$ cat config.mk
export PLATFORM = sky130hd
export DESIGN_NAME = uart_tx_fifo_flat
export DESIGN_NICKNAME = d
export VERILOG_FILES = /design/src/rtl/uart_pkg.sv /design/src/rtl/uart_tx_fifo_if.sv /design/src/rtl/uart_sync_fifo.sv /design/src/rtl/uart_tx_fifo.sv /design/src/flat_wrapper.sv
export SDC_FILE = /design/constraint.sdc
export NUM_CORES = 1
export LEC_CHECK = 0
export BUFFER_PORTS_ARGS = -buffer_cell sky130_fd_sc_hd__buf_2
export CAP_MARGIN = 5
export CORE_MARGIN = 10
export CORE_UTILIZATION = 52
export DETAILED_ROUTE_END_ITERATION = 6
export PLACE_DENSITY = 0.79
export SLEW_MARGIN = 15
export SYNTH_ARGS = -nofsm -noshare
export SYNTH_HDL_FRONTEND = slang
export SYNTH_SLANG_ARGS = --single-unit
$ cat constraint.sdc
create_clock -name clk -period 3.6 [get_ports clk]
set_input_delay 0.18 -clock clk [delete_from_list [all_inputs] [get_ports clk]]
set_output_delay 0.18 -clock clk [all_outputs]
set_load 0.1 [all_outputs]
$ cat src/rtl/uart_pkg.sv
// rtl/uart_pkg.sv - shared types and constants for the UART transmit path
//
// Purpose: launch FSM state encoding, GAP length, default FIFO geometry.
// Ports:   none (package).
package uart_pkg;

  typedef enum logic [1:0] {
    IDLE = 2'd0,
    SEND = 2'd1,
    GAP  = 2'd2
  } tx_state_t;

  // Low cycles inserted after each frame so the transmitter's
  // two-stage edge detector sees tx_start drop before the next launch.
  localparam int GAP_LEN = 2;

  localparam int DEFAULT_DEPTH  = 16;
  localparam int DEFAULT_ADDR_W = 4;

endpackage

$ cat src/rtl/uart_tx_fifo_if.sv
// rtl/uart_tx_fifo_if.sv - write-side and transmitter-side bundle for uart_tx_fifo
//
// Purpose: groups the byte-push path, FIFO status and transmitter handshake.
// Modports:
//   slave  - uart_tx_fifo view: takes wr_en/wr_data/flush/tx_clear_req/tx_busy,
//            drives full/empty/level/tx_data/tx_start.
//   master - user + transmitter view (opposite directions).
// Optional: ovf/ovf_clr exist only when UART_TX_FIFO_OVF_EN is defined.
interface uart_tx_fifo_if
  import uart_pkg::*;
#(
  parameter int ADDR_W = DEFAULT_ADDR_W
);

  logic            wr_en;
  logic [7:0]      wr_data;
  logic            flush;
  logic            full;
  logic            empty;
  logic [ADDR_W:0] level;
  logic [7:0]      tx_data;
  logic            tx_start;
  logic            tx_clear_req;
  logic            tx_busy;
`ifdef UART_TX_FIFO_OVF_EN
  logic            ovf;
  logic            ovf_clr;

  modport slave (
    input  wr_en, wr_data, flush, tx_clear_req, tx_busy, ovf_clr,
    output full, empty, level, tx_data, tx_start, ovf
  );

  modport master (
    output wr_en, wr_data, flush, tx_clear_req, tx_busy, ovf_clr,
    input  full, empty, level, tx_data, tx_start, ovf
  );
`else
  modport slave (
    input  wr_en, wr_data, flush, tx_clear_req, tx_busy,
    output full, empty, level, tx_data, tx_start
  );

  modport master (
    output wr_en, wr_data, flush, tx_clear_req, tx_busy,
    input  full, empty, level, tx_data, tx_start
  );
`endif

endinterface

$ cat src/rtl/uart_sync_fifo.sv
// rtl/uart_sync_fifo.sv - circular byte FIFO feeding the UART launch FSM
//
// Purpose: DEPTH x 8 storage, wrapping pointers, registered count/full/empty,
//          optional sticky overflow flag (UART_TX_FIFO_OVF_EN).
// Ports:
//   clk, rst_n        clock, async active-low reset
//   wr_en, wr_data    push request and byte
//   flush             synchronous clear of pointers and count
//   rd_en, rd_data    pop request, head byte (combinational read)
//   full, empty       registered status flags
//   level             registered entry count
//   ovf_clr, ovf      overflow clear / sticky flag (macro only)
module uart_sync_fifo
  import uart_pkg::*;
#(
  parameter int DEPTH  = DEFAULT_DEPTH,
  parameter int ADDR_W = DEFAULT_ADDR_W
) (
  input  logic            clk,
  input  logic            rst_n,
  input  logic            wr_en,
  input  logic [7:0]      wr_data,
  input  logic            flush,
  input  logic            rd_en,
  output logic [7:0]      rd_data,
  output logic            full,
  output logic            empty,
  output logic [ADDR_W:0] level
`ifdef UART_TX_FIFO_OVF_EN
  ,
  input  logic            ovf_clr,
  output logic            ovf
`endif
);

  localparam logic [ADDR_W:0] FULL_CNT = DEPTH[ADDR_W:0];

  logic [7:0]        mem [DEPTH];
  logic [ADDR_W-1:0] wr_ptr_q;
  logic [ADDR_W-1:0] rd_ptr_q;
  logic [ADDR_W:0]   count_q;
  logic [ADDR_W:0]   count_d;
  logic              full_q;
  logic              empty_q;
  logic              push;
  logic              pop;

  // Acceptance uses the registered full flag, so a pop in the same cycle
  // never makes room for a push at full.
  assign push = wr_en && !full_q && !flush;
  assign pop  = rd_en && !empty_q && !flush;

  always_comb begin
    count_d = count_q;
    if (flush) begin
      count_d = '0;
    end else begin
      case ({push, pop})
        2'b10:   count_d = count_q + 1'b1;
        2'b01:   count_d = count_q - 1'b1;
        default: count_d = count_q;
      endcase
    end
  end

  always_ff @(posedge clk or negedge rst_n) begin
    if (!rst_n) begin
      wr_ptr_q <= '0;
      rd_ptr_q <= '0;
      count_q  <= '0;
      full_q   <= 1'b0;
      empty_q  <= 1'b1;
    end else begin
      count_q <= count_d;
      full_q  <= (count_d == FULL_CNT);
      empty_q <= (count_d == '0);
      if (flush) begin
        wr_ptr_q <= '0;
        rd_ptr_q <= '0;
      end else begin
        if (push) wr_ptr_q <= wr_ptr_q + 1'b1;
        if (pop)  rd_ptr_q <= rd_ptr_q + 1'b1;
      end
    end
  end

  always_ff @(posedge clk) begin
    if (push) mem[wr_ptr_q] <= wr_data;
  end

  assign rd_data = mem[rd_ptr_q];
  assign full    = full_q;
  assign empty   = empty_q;
  assign level   = count_q;

`ifdef UART_TX_FIFO_OVF_EN
  logic ovf_q;

  // Set has priority over clear so an overflow in the clearing cycle is kept.
  always_ff @(posedge clk or negedge rst_n) begin
    if (!rst_n) begin
      ovf_q <= 1'b0;
    end else if (wr_en && full_q) begin
      ovf_q <= 1'b1;
    end else if (ovf_clr) begin
      ovf_q <= 1'b0;
    end
  end

  assign ovf = ovf_q;
`endif

endmodule

$ cat src/rtl/uart_tx_fifo.sv
// rtl/uart_tx_fifo.sv - transmit byte buffer and launch controller for uart_transmission
//
// Purpose: buffers user bytes and launches them one per frame on tx_data/tx_start,
//          holding each byte for the whole frame and inserting a low gap after
//          the transmitter's clear request.
// Ports:
//   clk, rst_n   clock, async active-low reset (shared with the transmitter)
//   bus          uart_tx_fifo_if.slave: wr_en/wr_data/flush in, full/empty/level out,
//                tx_data/tx_start out, tx_clear_req/tx_busy in,
//                ovf_clr in / ovf out when UART_TX_FIFO_OVF_EN is defined.
module uart_tx_fifo
  import uart_pkg::*;
#(
  parameter int DEPTH  = DEFAULT_DEPTH,
  parameter int ADDR_W = DEFAULT_ADDR_W
) (
  input  logic           clk,
  input  logic           rst_n,
  uart_tx_fifo_if.slave  bus
);

  localparam logic GAP_LAST = 1'(GAP_LEN - 1);

  tx_state_t  state_q;
  tx_state_t  state_d;
  logic       gap_cnt_q;
  logic       gap_cnt_d;
  logic       launch;
  logic       fifo_empty;
  logic [7:0] head_data;
  logic [7:0] tx_data_q;
  logic       tx_start_q;

  uart_sync_fifo #(
    .DEPTH  (DEPTH),
    .ADDR_W (ADDR_W)
  ) u_fifo (
    .clk     (clk),
    .rst_n   (rst_n),
    .wr_en   (bus.wr_en),
    .wr_data (bus.wr_data),
    .flush   (bus.flush),
    .rd_en   (launch),
    .rd_data (head_data),
    .full    (bus.full),
    .empty   (fifo_empty),
    .level   (bus.level)
`ifdef UART_TX_FIFO_OVF_EN
    ,
    .ovf_clr (bus.ovf_clr),
    .ovf     (bus.ovf)
`endif
  );

  assign bus.empty = fifo_empty;

  always_comb begin
    state_d   = state_q;
    gap_cnt_d = gap_cnt_q;
    launch    = 1'b0;
    case (state_q)
      IDLE: begin
        if (!fifo_empty && !bus.tx_busy && !bus.flush) begin
          state_d = SEND;
          launch  = 1'b1;
        end
      end
      SEND: begin
        if (bus.tx_clear_req) begin
          state_d   = GAP;
          gap_cnt_d = 1'b0;
        end
      end
      GAP: begin
        if (gap_cnt_q == GAP_LAST) begin
          state_d   = IDLE;
          gap_cnt_d = 1'b0;
        end else begin
          gap_cnt_d = gap_cnt_q + 1'b1;
        end
      end
      default: begin
        state_d   = IDLE;
        gap_cnt_d = 1'b0;
      end
    endcase
  end

  // tx_start is registered from the next state so it rises on the same edge
  // that pops the head into tx_data.
  always_ff @(posedge clk or negedge rst_n) begin
    if (!rst_n) begin
      state_q    <= IDLE;
      gap_cnt_q  <= 1'b0;
      tx_data_q  <= 8'h00;
      tx_start_q <= 1'b0;
    end else begin
      state_q    <= state_d;
      gap_cnt_q  <= gap_cnt_d;
      tx_start_q <= (state_d == SEND);
      if (launch) tx_data_q <= head_data;
    end
  end

  assign bus.tx_data  = tx_data_q;
  assign bus.tx_start = tx_start_q;

endmodule

$ cat src/flat_wrapper.sv
// flat-port wrapper written by rule: the top's interface ports become plain ports
module uart_tx_fifo_flat import uart_pkg::*;
#(
  parameter int DEPTH  = DEFAULT_DEPTH,
  parameter int ADDR_W = DEFAULT_ADDR_W
)
  (clk, rst_n, bus_wr_en, bus_wr_data, bus_flush, bus_tx_clear_req, bus_tx_busy, bus_full, bus_empty, bus_level, bus_tx_data, bus_tx_start);
  uart_tx_fifo_if #(.ADDR_W(ADDR_W)) bus_i ();
  input  logic clk;
  input  logic rst_n;
  input wire logic [$bits(bus_i.wr_en)-1:0] bus_wr_en;
  input wire logic [$bits(bus_i.wr_data)-1:0] bus_wr_data;
  input wire logic [$bits(bus_i.flush)-1:0] bus_flush;
  input wire logic [$bits(bus_i.tx_clear_req)-1:0] bus_tx_clear_req;
  input wire logic [$bits(bus_i.tx_busy)-1:0] bus_tx_busy;
  output wire logic [$bits(bus_i.full)-1:0] bus_full;
  output wire logic [$bits(bus_i.empty)-1:0] bus_empty;
  output wire logic [$bits(bus_i.level)-1:0] bus_level;
  output wire logic [$bits(bus_i.tx_data)-1:0] bus_tx_data;
  output wire logic [$bits(bus_i.tx_start)-1:0] bus_tx_start;
  assign bus_i.wr_en = bus_wr_en;
  assign bus_i.wr_data = bus_wr_data;
  assign bus_i.flush = bus_flush;
  assign bus_i.tx_clear_req = bus_tx_clear_req;
  assign bus_i.tx_busy = bus_tx_busy;
  assign bus_full = bus_i.full;
  assign bus_empty = bus_i.empty;
  assign bus_level = bus_i.level;
  assign bus_tx_data = bus_i.tx_data;
  assign bus_tx_start = bus_i.tx_start;
  uart_tx_fifo #(.DEPTH(DEPTH), .ADDR_W(ADDR_W)) u_core (.clk(clk), .rst_n(rst_n), .bus(bus_i));
endmodule
==> run summary, run 1 <==
vias -> 3348
ranking of synthesized cells by area -> edfxtp_1, dfrtp_1, mux4_2
achievable frequency -> 0.311 GHz
P per Cell Area -> 629 mW/mm2
setup violators final -> 0
Synth Instances -> 374
CTS Root Buffer Type -> clkbuf_16
# nets final -> 433
io pins -> 30
number of setup buffers added after CTS -> 0
Fin Setup TNS -> 0 ps
most frequent cells in the layout -> edfxtp_1, buf_2, nor2_1
Non-Filler Instances -> 570
Die Width -> 130 um
Hold Slack -> 138 ps
commonest non-fill, non-tap cell in the layout -> edfxtp_1
Mean Syn Cell Area -> 16.9 um2
multi-input logic area -> 0.00171 mm2
placer congestion estimate -> 0.832
# fillers -> 857
Setup Skew -> 16.6 ps
Initial DRT Pass Iterations -> 4
via/cell ratio -> 5.87
hold_buf cts -> 2
TritonCTS clock tree -> yes
Crit Path Category -> register to register
worst vdd ir -> 0.000780 V
Synth cell types -> 42
Inserted Diodes -> 0
CTS buffer count -> 17
Place WS -> 433 ps
P_leak -> 2.50 nW
die height -> 130 um
Post-synth EDFFs -> 128
Core Rows -> 40
ys flop type -> edfxtp_1
#FFs+latches synth -> 155
GRT Overall Usage -> 16.1%
area grow syn2layout -> 13.5%
Max-Cap Viols -> 0
drt initial violations -> 288
Slew Limit Fails -> 0
asr flop ratio synth -> 17.4%
Worst-Margin Slew -> 912 ps
largest area contributor in the synthesized netlist -> edfxtp_1
sequential share of the synthesized area -> 71.3%
Slew HR -> 38.9%
initial antenna violation count -> 0
layout cell share with drive strength beyond 1 -> 24.1%
Critical Path Source Type -> register
Overall Power -> 4.52 mW
syn nets -> 396
Reg area -> 0.00452 mm2
Hold Vio Cnt, Final -> 0
RSZ-0062 raised after global routing -> no
worst skew pair latency -> 430 ps
H-tree depth -> 4
vias in the first global route -> 3593
Final min period -> 3210 ps
Critical Path End Type -> register
post-CTS sizing -> 0
Total Die Area -> 0.0170 mm2
synthesis warning total -> 0
first-pass GRT wire length -> 20.2 mm
# port buffers -> 29
maximum buffer depth of the clock tree -> 2
status -> finished clean
detailed placement HPWL -> 8.06 mm
Core Footprint -> 0.0120 mm2
Antenna Violating Nets Remaining -> 0
effective utilization at floorplan -> 53.0%
Synth top area share -> 60.7%
fin worst setup slack -> 387 ps
placed insts -> 537
grt ovf -> 0
crit path DAT -> 3540 ps
Clock transition at path regs -> 60 ps
drc violations -> 0
largest net degree at the start of global routing -> 41
post-synthesis instance area -> 0.00634 mm2
WL/cell -> 22.2 um
data required time of the worst path -> 3920 ps
fin crit share -> 89.3%
HP Class -> primary input to register
crit-path max FO -> 13
final wirelength -> 12.6 mm
clk sinks -> 155
==> report_power, final <==
group | leakage [nW] | switching, mW | internal, mW | total [mW]
sequential | 1.51 | 0.0665 | 2.02 | 2.09
combinational | 0.730 | 0.588 | 0.187 | 0.775
clock | 0.255 | 0.713 | 0.946 | 1.66
total | 2.50 | 1.37 | 3.16 | 4.52
==> metal layers <==
layer  global-route usage, %  part of all wire [%]  wire [um]  up-vias
met5                       0                     0          0        -
met3                    4.47                   5.9        746       20
li1                        -                     -          -     1521
met1                    20.1                    41       5220     1694
met2                    26.2                    51       6430      113
met4                    6.41                   1.9        242        0
==> stage by stage <==
| stage | area [um2] | utilization [%] |
|---|---|---|
| after floorplan | 6340 | - |
| after global placement | 6620 | 55.4 |
| after detailed placement | 6620 | 55.4 |
| after CTS | 7190 | 60.1 |
| after global routing | 7190 | 60.1 |
| final | 7190 | 60.1 |
==> Yosys cell counts (all sizes together) (2+ instances only) <==
cell and count:
edfxtp 128, dfrtp 26, nor2 26, mux2i 23, mux4 22, o21ai 13
and2 12, a21oi 11, clkbuf 11, nand2 11, mux2 10, buf 8
ha 8, xor2 8, o22ai 6, nand2b 5, nor3 5, o21bai 5
inv 4, nor2b 4, a2bb2oi 3, nand3b 3, o31ai 3, a211o 2
nand4 2, or3 2, xnor2 2
==> worst max-delay path: stages (launching register included) <==
cell     delay [ps]
dfstp_2         360
or4_1           490
or2_2           440
inv_2           160
ha_1            320
xor2_1          110
ha_1            230
a21oi_1         170
mux2i_1         240
xor2_1          240
nand2_1          80
nor4b_1         260
==> final timing paths <==
| path | from | endpoint | slack, ps | depth (start not counted) |
|---|---|---|---|---|
| worst min-delay path | bus_wr_data[0] | u_core.u_fifo.mem[9][0]$_DFFE_PP_ | 140 | 1 |
| worst min register to register | u_core.bus.tx_data[6]$_DFFE_PN0N_ | u_core.bus.tx_data[6]$_DFFE_PN0N_ | 510 | 2 |
| min in group asynchronous | rst_n | u_core.u_fifo.wr_ptr_q[2]$_DFFE_PN0P_ | 300 | 2 |
| worst max register to register | u_core.u_fifo.empty$_DFF_PN1_ | u_core.u_fifo.full$_DFF_PN0_ | 390 | 11 |
| max in group asynchronous | rst_n | u_core.u_fifo.rd_ptr_q[0]$_DFFE_PN0P_ | 2840 | 2 |
| worst max-delay path | u_core.u_fifo.empty$_DFF_PN1_ | u_core.u_fifo.full$_DFF_PN0_ | 390 | 11 |
==> cell families (layout without fill, tap and decap cells) <==
family	after synthesis	after routing	share of synthesized area, %
fa+ha+maj	8	8	1.58
flops	155	155	71.3
simple gates	74	74	5.84
buf+inv	23	72	1.64
xor+xnor	10	10	1.38
compound gates	49	49	4.98
mux	55	55	13.2
==> cell type report <==
class,instances,share of cell area (%)
flip-flops and latches,155,62.9
multi-input cells,196,23.8
clock buffers,17,5.91
repair buffers,37,2.92
well taps,147,2.56
clock inverters,14,1.74
inverters,4,0.209
==> sequential cells by signal, summed over array words and instances (netlist names) <==
signal and count:
u_core.bus.tx_data 8, u_core.bus.tx_start 1, u_core.gap_cnt_q 1, u_core.state_q 2, u_core.u_fifo.empty 1, u_core.u_fifo.full 1
u_core.u_fifo.level 5, u_core.u_fifo.mem 128, u_core.u_fifo.rd_ptr_q 4, u_core.u_fifo.wr_ptr_q 4
(Power assumes the default switching activity.)
==> inputs of run 2 (changes only) <==
Settings changed: ABC_AREA set to 1, CORE_MARGIN 10 to 2.
==> run 2 against run 1 <==
  * Clock power rose by 4%
  * Synthesized area rose by 2.7%
  * Cell count rose by 38%
  * Largest cell class unchanged
  * First-iteration DRC count rose by 61%
  * Utilization rose by 0.97 points
  * Hold slack got worse by 77 ps
==> run summary, run 2 <==
Mean Syn Cell Area -> 11.5 um2 (-32%)
achievable frequency -> 0.367 GHz (+18%)
area grow syn2layout -> 13.7%
detailed placement HPWL -> 8.44 mm (+4.6%)
CTS buffer count -> 17 (unchanged)
Die Width -> 116 um (-11%)
grt ovf -> 0 (unchanged)
Final min period -> 2730 ps (-487 ps)
die height -> 116 um (-11%)
ranking of synthesized cells by area -> edfxtp_1, dfrtp_1, nor2_1
Crit Path Category -> register to register
initial antenna violation count -> 0 (unchanged)
Core Footprint -> 0.0121 mm2 (+1.3%)
Core Rows -> 40 (unchanged)
Total Die Area -> 0.0134 mm2 (-21%)
hold_buf cts -> 2 (unchanged)
# port buffers -> 29 (unchanged)
Setup Skew -> 8.38 ps (-8.27 ps)
Hold Slack -> 61.2 ps (-76.8 ps)
ys flop type -> edfxtp_1
first-pass GRT wire length -> 22.0 mm (+9.0%)
Flop pwr share -> 42.4% (-3.8 points)
Critical Path End Type -> register
P_sw -> 1.67 mW (+22%)
RSZ-0062 raised after global routing -> no
vias in the first global route -> 4225 (+18%)
GRT Overall Usage -> 22.5% (+6.3 points)
P per Cell Area -> 669 mW/mm2 (+6.5%)
Antenna Violating Nets Remaining -> 0 (unchanged)
Hold Vio Cnt, Final -> 0 (unchanged)
vias -> 4376 (+31%)
# fillers -> 975 (+14%)
CP peak stage delay -> 390 ps (-100 ps)
P_leak -> 2.79 nW (+12%)
syn nets -> 590 (+49%)
fin crit share -> 75.7% (-14 points)
placed instance area -> 0.00681 mm2 (+2.8%)
worst skew pair latency -> 430 ps (about the same)
clk sinks -> 155 (unchanged)
layout cell share with drive strength beyond 1 -> 12.5% (-12 points)
setup violators final -> 0 (unchanged)
Fin Setup TNS -> 0 ps (unchanged)
via/cell ratio -> 5.57 (-5.2%)
placer congestion estimate -> 0.827 (-0.56%)
synthesis warning total -> 0 (unchanged)
mux cell area share after synthesis -> 0% (-13 points)
drt initial violations -> 465 (+61%)
final instance area -> 0.00740 mm2 (+2.9%)
WL/cell -> 17.9 um (-19%)
post-CTS sizing -> 0 (unchanged)
simple-gate share of the synthesized area -> 13.8% (+8.0 points)
placed insts -> 752 (+40%)
largest net degree at the start of global routing -> 68 (+66%)
largest area contributor in the synthesized netlist -> edfxtp_1
switch share -> 33.8% (+3.5 points)
Synth cell types -> 25 (-40%)
Slew HR -> 30.1% (-8.9 points)
largest family of logic cells by synthesized area -> simple AND/OR/NAND/NOR gates
maximum buffer depth of the clock tree -> 2 (unchanged)
part of the power in the clock network -> 34.9% (-1.8 points)
Commonest cells post-synth -> edfxtp_1, nor2_1, nand2_1
effective utilization at floorplan -> 53.7% (+0.76 points)
Max-Cap Viols -> 0 (unchanged)
Clock transition at path regs -> 60 ps (about the same)
Slew Limit Fails -> 0 (unchanged)
Critical Path Source Type -> register
final wirelength -> 14.0 mm (+11%)
TritonCTS clock tree -> yes
drc violations -> 0 (unchanged)
Worst Hold Path Cells -> 2 (+1)
Synth top area share -> 59.1% (-1.6 points)
io pins -> 30 (unchanged)
Top reg by flops -> u_core.u_fifo.mem
#FFs+latches synth -> 155 (unchanged)
Inserted Diodes -> 0 (unchanged)
Pint -> 3.28 mW (+4.0%)
sequential share of the synthesized area -> 69.5% (-1.9 points)
data required time of the worst path -> 3960 ps (+40 ps)
H-tree depth -> 4 (unchanged)
asr flop ratio synth -> 17.4% (unchanged)
commonest non-fill, non-tap cell in the layout -> edfxtp_1
crit path DAT -> 3080 ps (-460 ps)
CTS Root Buffer Type -> clkbuf_16
most frequent cells in the layout -> edfxtp_1, nor2_1, nand2_1
CP max-delay cell -> dfrtp_1
Compound-Gate Fraction of Synth Area -> 10.1% (+5.2 points)
Combinational Power Share -> 22.7% (+5.6 points)
Largest register FFs -> 128 (unchanged)
HP Class -> primary input to register
Worst-Margin Slew -> 1050 ps (+137 ps)
status -> finished clean
number of setup buffers added after CTS -> 0 (unchanged)
Non-Filler Instances -> 786 (+38%)
crit-path max FO -> 10 (-3)
Initial DRT Pass Iterations -> 6 (+2)
Synth Instances -> 568 (+52%)
worst vdd ir -> 0.000518 V (-34%)
Synth Area in XOR/XNOR -> 0.538% (-0.84 points)
post-synthesis adder-cell area fraction -> 1.54% (-0.042 points)
post-synthesis instance area -> 0.00651 mm2 (+2.7%)
# nets final -> 627 (+45%)
most used cell along the critical path -> nand2_1
Reg2Reg Depth -> 18 (+7)
Post-synth EDFFs -> 128 (unchanged)
Cell Chain, Critical Path -> nor2_1, inv_1, nor2_1, clkinv_1, ha_1, nand2_1, inv_1, nor2_1, ha_1, inv_1, nand2_1, nand3_1, nand2_1, nand2_1, nand2_1, nand2_1, a21oi_1, nor2_1
most frequent cell after synthesis -> edfxtp_1
==> run 2: cell count changes after synthesis, sizes merged, moves of 7 or more <==
cell    previous run  this run
nor2              26       118
o21ai             13        75
nand2             11        70
o211ai             1        33
inv                4        28
mux2i             23         0
nand3              1        24
mux4              22         0
buf                8        22
and2              12         0
mux2              10         0
xor2               8         0
nor3               5        12
==> run 2: path summary, 6_finish.rpt <==
kind | to | slack (ps) | start
worst max-delay path | u_core.u_fifo.empty$_DFF_PN1_ | 870 | u_core.u_fifo.full$_DFF_PN0_
worst min-delay path | u_core.u_fifo.level[4]$_DFF_PN0_ | 60 | bus_flush
worst max register to register | u_core.u_fifo.empty$_DFF_PN1_ | 870 | u_core.u_fifo.full$_DFF_PN0_
worst min register to register | u_core.bus.tx_data[2]$_DFFE_PN0N_ | 480 | u_core.bus.tx_data[2]$_DFFE_PN0N_
max in group asynchronous | u_core.u_fifo.rd_ptr_q[0]$_DFFE_PN0P_ | 2830 | rst_n
min in group asynchronous | u_core.u_fifo.level[2]$_DFF_PN0_ | 310 | rst_n
==> run 2: kinds of logic after synthesis <==
kind of cell / count (synthesis)
simple gates: 226
flops: 155
compound gates: 115
buf+inv: 60
fa+ha+maj: 8
xor+xnor: 4
==> run 2: power by group through the flow <==
stage	combinational [mW]	clock [mW]	sequential (mW)
final	1.13	1.73	2.10
after global routing	1.21	1.83	2.11
after CTS	1.13	1.76	2.10
after detailed placement	1.12	0	2.14
after global placement	1.11	0	2.13
after floorplan	0.444	0	2.60
==> run 2: metal layers <==
layer  vias up  track usage (%)  share of wire, %
met5         -                0                 0
met4         0             9.37               1.8
met3        25             5.75               5.1
met2       154             35.9                50
met1      2134             29.5                43
li1       2063                -                 -
==> run 2: cell type report <==
type                       count  area (um2)  area share (%)
clock buffer                  18         429            5.80
clock inverter                14         145            1.96
inverter                      31         116            1.57
multi-input combinational    353        1690            22.9
sequential                   155        4520            61.1
tap                          168         210            2.84
timing repair buffer          47         285            3.85
==> run 2: per-stage QoR <==
stage,total power [mW],utilization [%],worst slack (ps)
final,4.95,61.1,874
after global routing,5.15,61.1,485
after CTS,4.98,61.1,923
after detailed placement,3.26,56.2,855
after global placement,3.24,56.2,958
after floorplan,3.05,-,775
==> run 2: worst max-delay path: cells and delay by family (launching register included) <==
family | cells | cell delay [ps]
and+or+nand+nor | 11 | 1130
adders and majority gates | 2 | 510
buffers and inverters | 4 | 470
DFF | 1 | 390
AOI/OAI and AO/OA | 1 | 170
==> inputs of run 3 (changes only) <==
Settings changed: ABC_AREA 1 to 0, PLACE_DENSITY 0.79 to 0.82.
Clock period 3.6 ns to 2.4 ns, I/O delays scaled along.
==> run 3 against run 2 <==
  * The run now ends with setup timing left
  * Clock power increased by 71%
  * Sequential cell count did not move
  * Critical path depth is 7 lower
  * Register-to-register slack got worse by 1200 ps
  * Die area is 2.5% lower
  * Non-clock buffer count increased by 5
  * Cell area up 1.4%
  * Sequential power up 49%
  * Critical path type unchanged
==> run summary, run 3 (same netlist as run 1, synthesis figures left out) <==
Core Footprint -> 0.0120 mm2 (-1.2%)
area grow syn2layout -> 18.5%
Top Family by Delay on Critical Path -> simple AND/OR/NAND/NOR gates
data required time of the worst path -> 2730 ps (-1230 ps)
Setup Skew -> 15.1 ps (+6.71 ps)
commonest non-fill, non-tap cell in the layout -> edfxtp_1
# nets final -> 448 (-29%)
Inserted Diodes -> 0 (unchanged)
initial antenna violation count -> 0 (unchanged)
most used cell along the critical path -> xor2_1
WL/cell -> 21.4 um (+20%)
largest net degree at the start of global routing -> 41 (-40%)
Initial DRT Pass Iterations -> 4 (-2)
layout cell share with drive strength beyond 1 -> 29.4% (+17 points)
fin crit share -> 114% (+38 points)
GRT Overall Usage -> 21.0% (-1.4 points)
Worst-Margin Slew -> 680 ps (-369 ps)
drt initial violations -> 339 (-27%)
Slew HR -> 54.7% (+25 points)
Top reg by flops -> u_core.u_fifo.mem
Buf/Inv on CP -> 1 (-3)
Clock transition at path regs -> 60 ps (about the same)
TritonCTS clock tree -> yes
Slew Limit Fails -> 0 (unchanged)
Hold Vio Cnt, Final -> 0 (unchanged)
crit path DAT -> 3060 ps (-20 ps)
H-tree depth -> 4 (unchanged)
grt ovf -> 0 (unchanged)
P_leak -> 2.64 nW (-5.6%)
vias -> 3391 (-23%)
die height -> 114 um (-1.3%)
most frequent cells in the layout -> edfxtp_1, buf_2, nor2_1
status -> finished with violations
P per Cell Area -> 971 mW/mm2 (+45%)
worst skew pair latency -> 420 ps (about the same)
via/cell ratio -> 5.79 (+3.9%)
achievable frequency -> 0.366 GHz (-0.30%)
RSZ-0062 raised after global routing -> yes
Core Rows -> 40 (unchanged)
drc violations -> 0 (unchanged)
fin worst setup slack -> -334 ps (-1210 ps)
Cell Chain, Critical Path -> or4_4, or2_4, inv_4, ha_4, xor2_1, ha_2, a21oi_2, mux2i_1, xor2_1, nand2_1, nor4b_2
effective utilization at floorplan -> 53.0% (-0.76 points)
Die Width -> 114 um (-1.3%)
setup violators final -> 4 (+4)
Max-Cap Viols -> 0 (unchanged)
placer congestion estimate -> 0.819 (-1.1%)
Antenna Violating Nets Remaining -> 0 (unchanged)
final wirelength -> 12.5 mm (-11%)
vias in the first global route -> 3570 (-16%)
final core utilization -> 62.8% (+1.6 points)
Reg2Reg Setup Slack -> -330 ps (-1210 ps)
Total Die Area -> 0.0131 mm2 (-2.5%)
maximum buffer depth of the clock tree -> 2 (unchanged)
# port buffers -> 29 (unchanged)
io pins -> 30 (unchanged)
Crit Path Category -> register to register
Overall Power -> 7.29 mW (+47%)
CP max-delay cell -> or4_4
detailed placement HPWL -> 7.90 mm (-6.3%)
Largest register FFs -> 128 (unchanged)
clk sinks -> 155 (unchanged)
Critical Path Source Type -> register
Critical Path End Type -> register
HP Class -> primary input to register
worst vdd ir -> 0.00114 V (+120%)
CP peak stage delay -> 480 ps (+90 ps)
CTS buffer count -> 17 (unchanged)
first-pass GRT wire length -> 19.8 mm (-9.9%)
crit-path max FO -> 3 (-7)
Final min period -> 2730 ps (+8.17 ps)
violated checks -> setup timing
CTS Root Buffer Type -> clkbuf_16
## run 3: changes by cell type in the layout (fill, tap and decap cells not counted), sizes merged, moves of 7 or more
cell / before / now
o211ai: 33 / 1
nor2: 118 / 26
nand3: 24 / 1
inv: 31 / 9
nand2: 70 / 11
xor2: 0 / 8
mux4: 0 / 22
o21ai: 75 / 13
and2: 0 / 12
mux2i: 0 / 23
mux2: 0 / 10
nor3: 12 / 5
## run 3: cell type report
type | instances | area (um2)
Sequential cell | 155 | 4530
Fill cell | 818 | 4460
Multi-Input combinational cell | 196 | 1770
Clock buffer | 17 | 425
Timing Repair Buffer | 52 | 348
Clock inverter | 15 | 235
Tap cell | 147 | 184
Inverter | 4 | 17.5
## run 3: timing repair
item,CTS,global route
gates resized for setup,4,3
endpoints found under the hold margin,29,0
hold buffers,2,0
buffers inserted,1,0
pin swaps,5,3
endpoints found under the setup margin,5,5
## run 3: metrics by stage
step	hold WS (ps)	worst slack, ps	cell area (um2)	setup TNS, ps	instances
finish	85.5	-334	7510	-931	586
global route	90.9	-428	7510	-1330	586
CTS	66.1	-313	7490	-911	586
detailed placement	189	-411	6780	-979	551
global placement	178	-232	6780	-532	551
floorplan	-176	-484	6370	-1540	374
## run 3: final timing paths
check | startpoint | endpoint | depth (start not counted)
setup / recovery | u_core.u_fifo.empty$_DFF_PN1_ | u_core.u_fifo.full$_DFF_PN0_ | 11
hold / removal | bus_wr_data[7] | u_core.u_fifo.mem[15][7]$_DFFE_PP_ | 1
setup reg to reg | u_core.u_fifo.empty$_DFF_PN1_ | u_core.u_fifo.full$_DFF_PN0_ | 11
hold reg to reg | u_core.bus.tx_data[3]$_DFFE_PN0N_ | u_core.bus.tx_data[3]$_DFFE_PN0N_ | 2
max in group asynchronous | rst_n | u_core.u_fifo.full$_DFF_PN0_ | 2
min in group asynchronous | rst_n | u_core.u_fifo.wr_ptr_q[1]$_DFFE_PN0P_ | 2
## run 3: per-layer routing
metal	up-vias	track usage (%)	share of wire, %
li1	1551	-	-
met1	1735	27.5	43
met2	95	35.0	51
met3	10	5.35	5.3
met4	0	6.59	0.56
met5	-	0	0
## run 3: where the power goes
group,internal [mW],switching (mW),leakage (nW)
clock network,1.87,1.09,0.315
registers,3.03,0.0839,1.51
logic,0.321,0.897,0.814
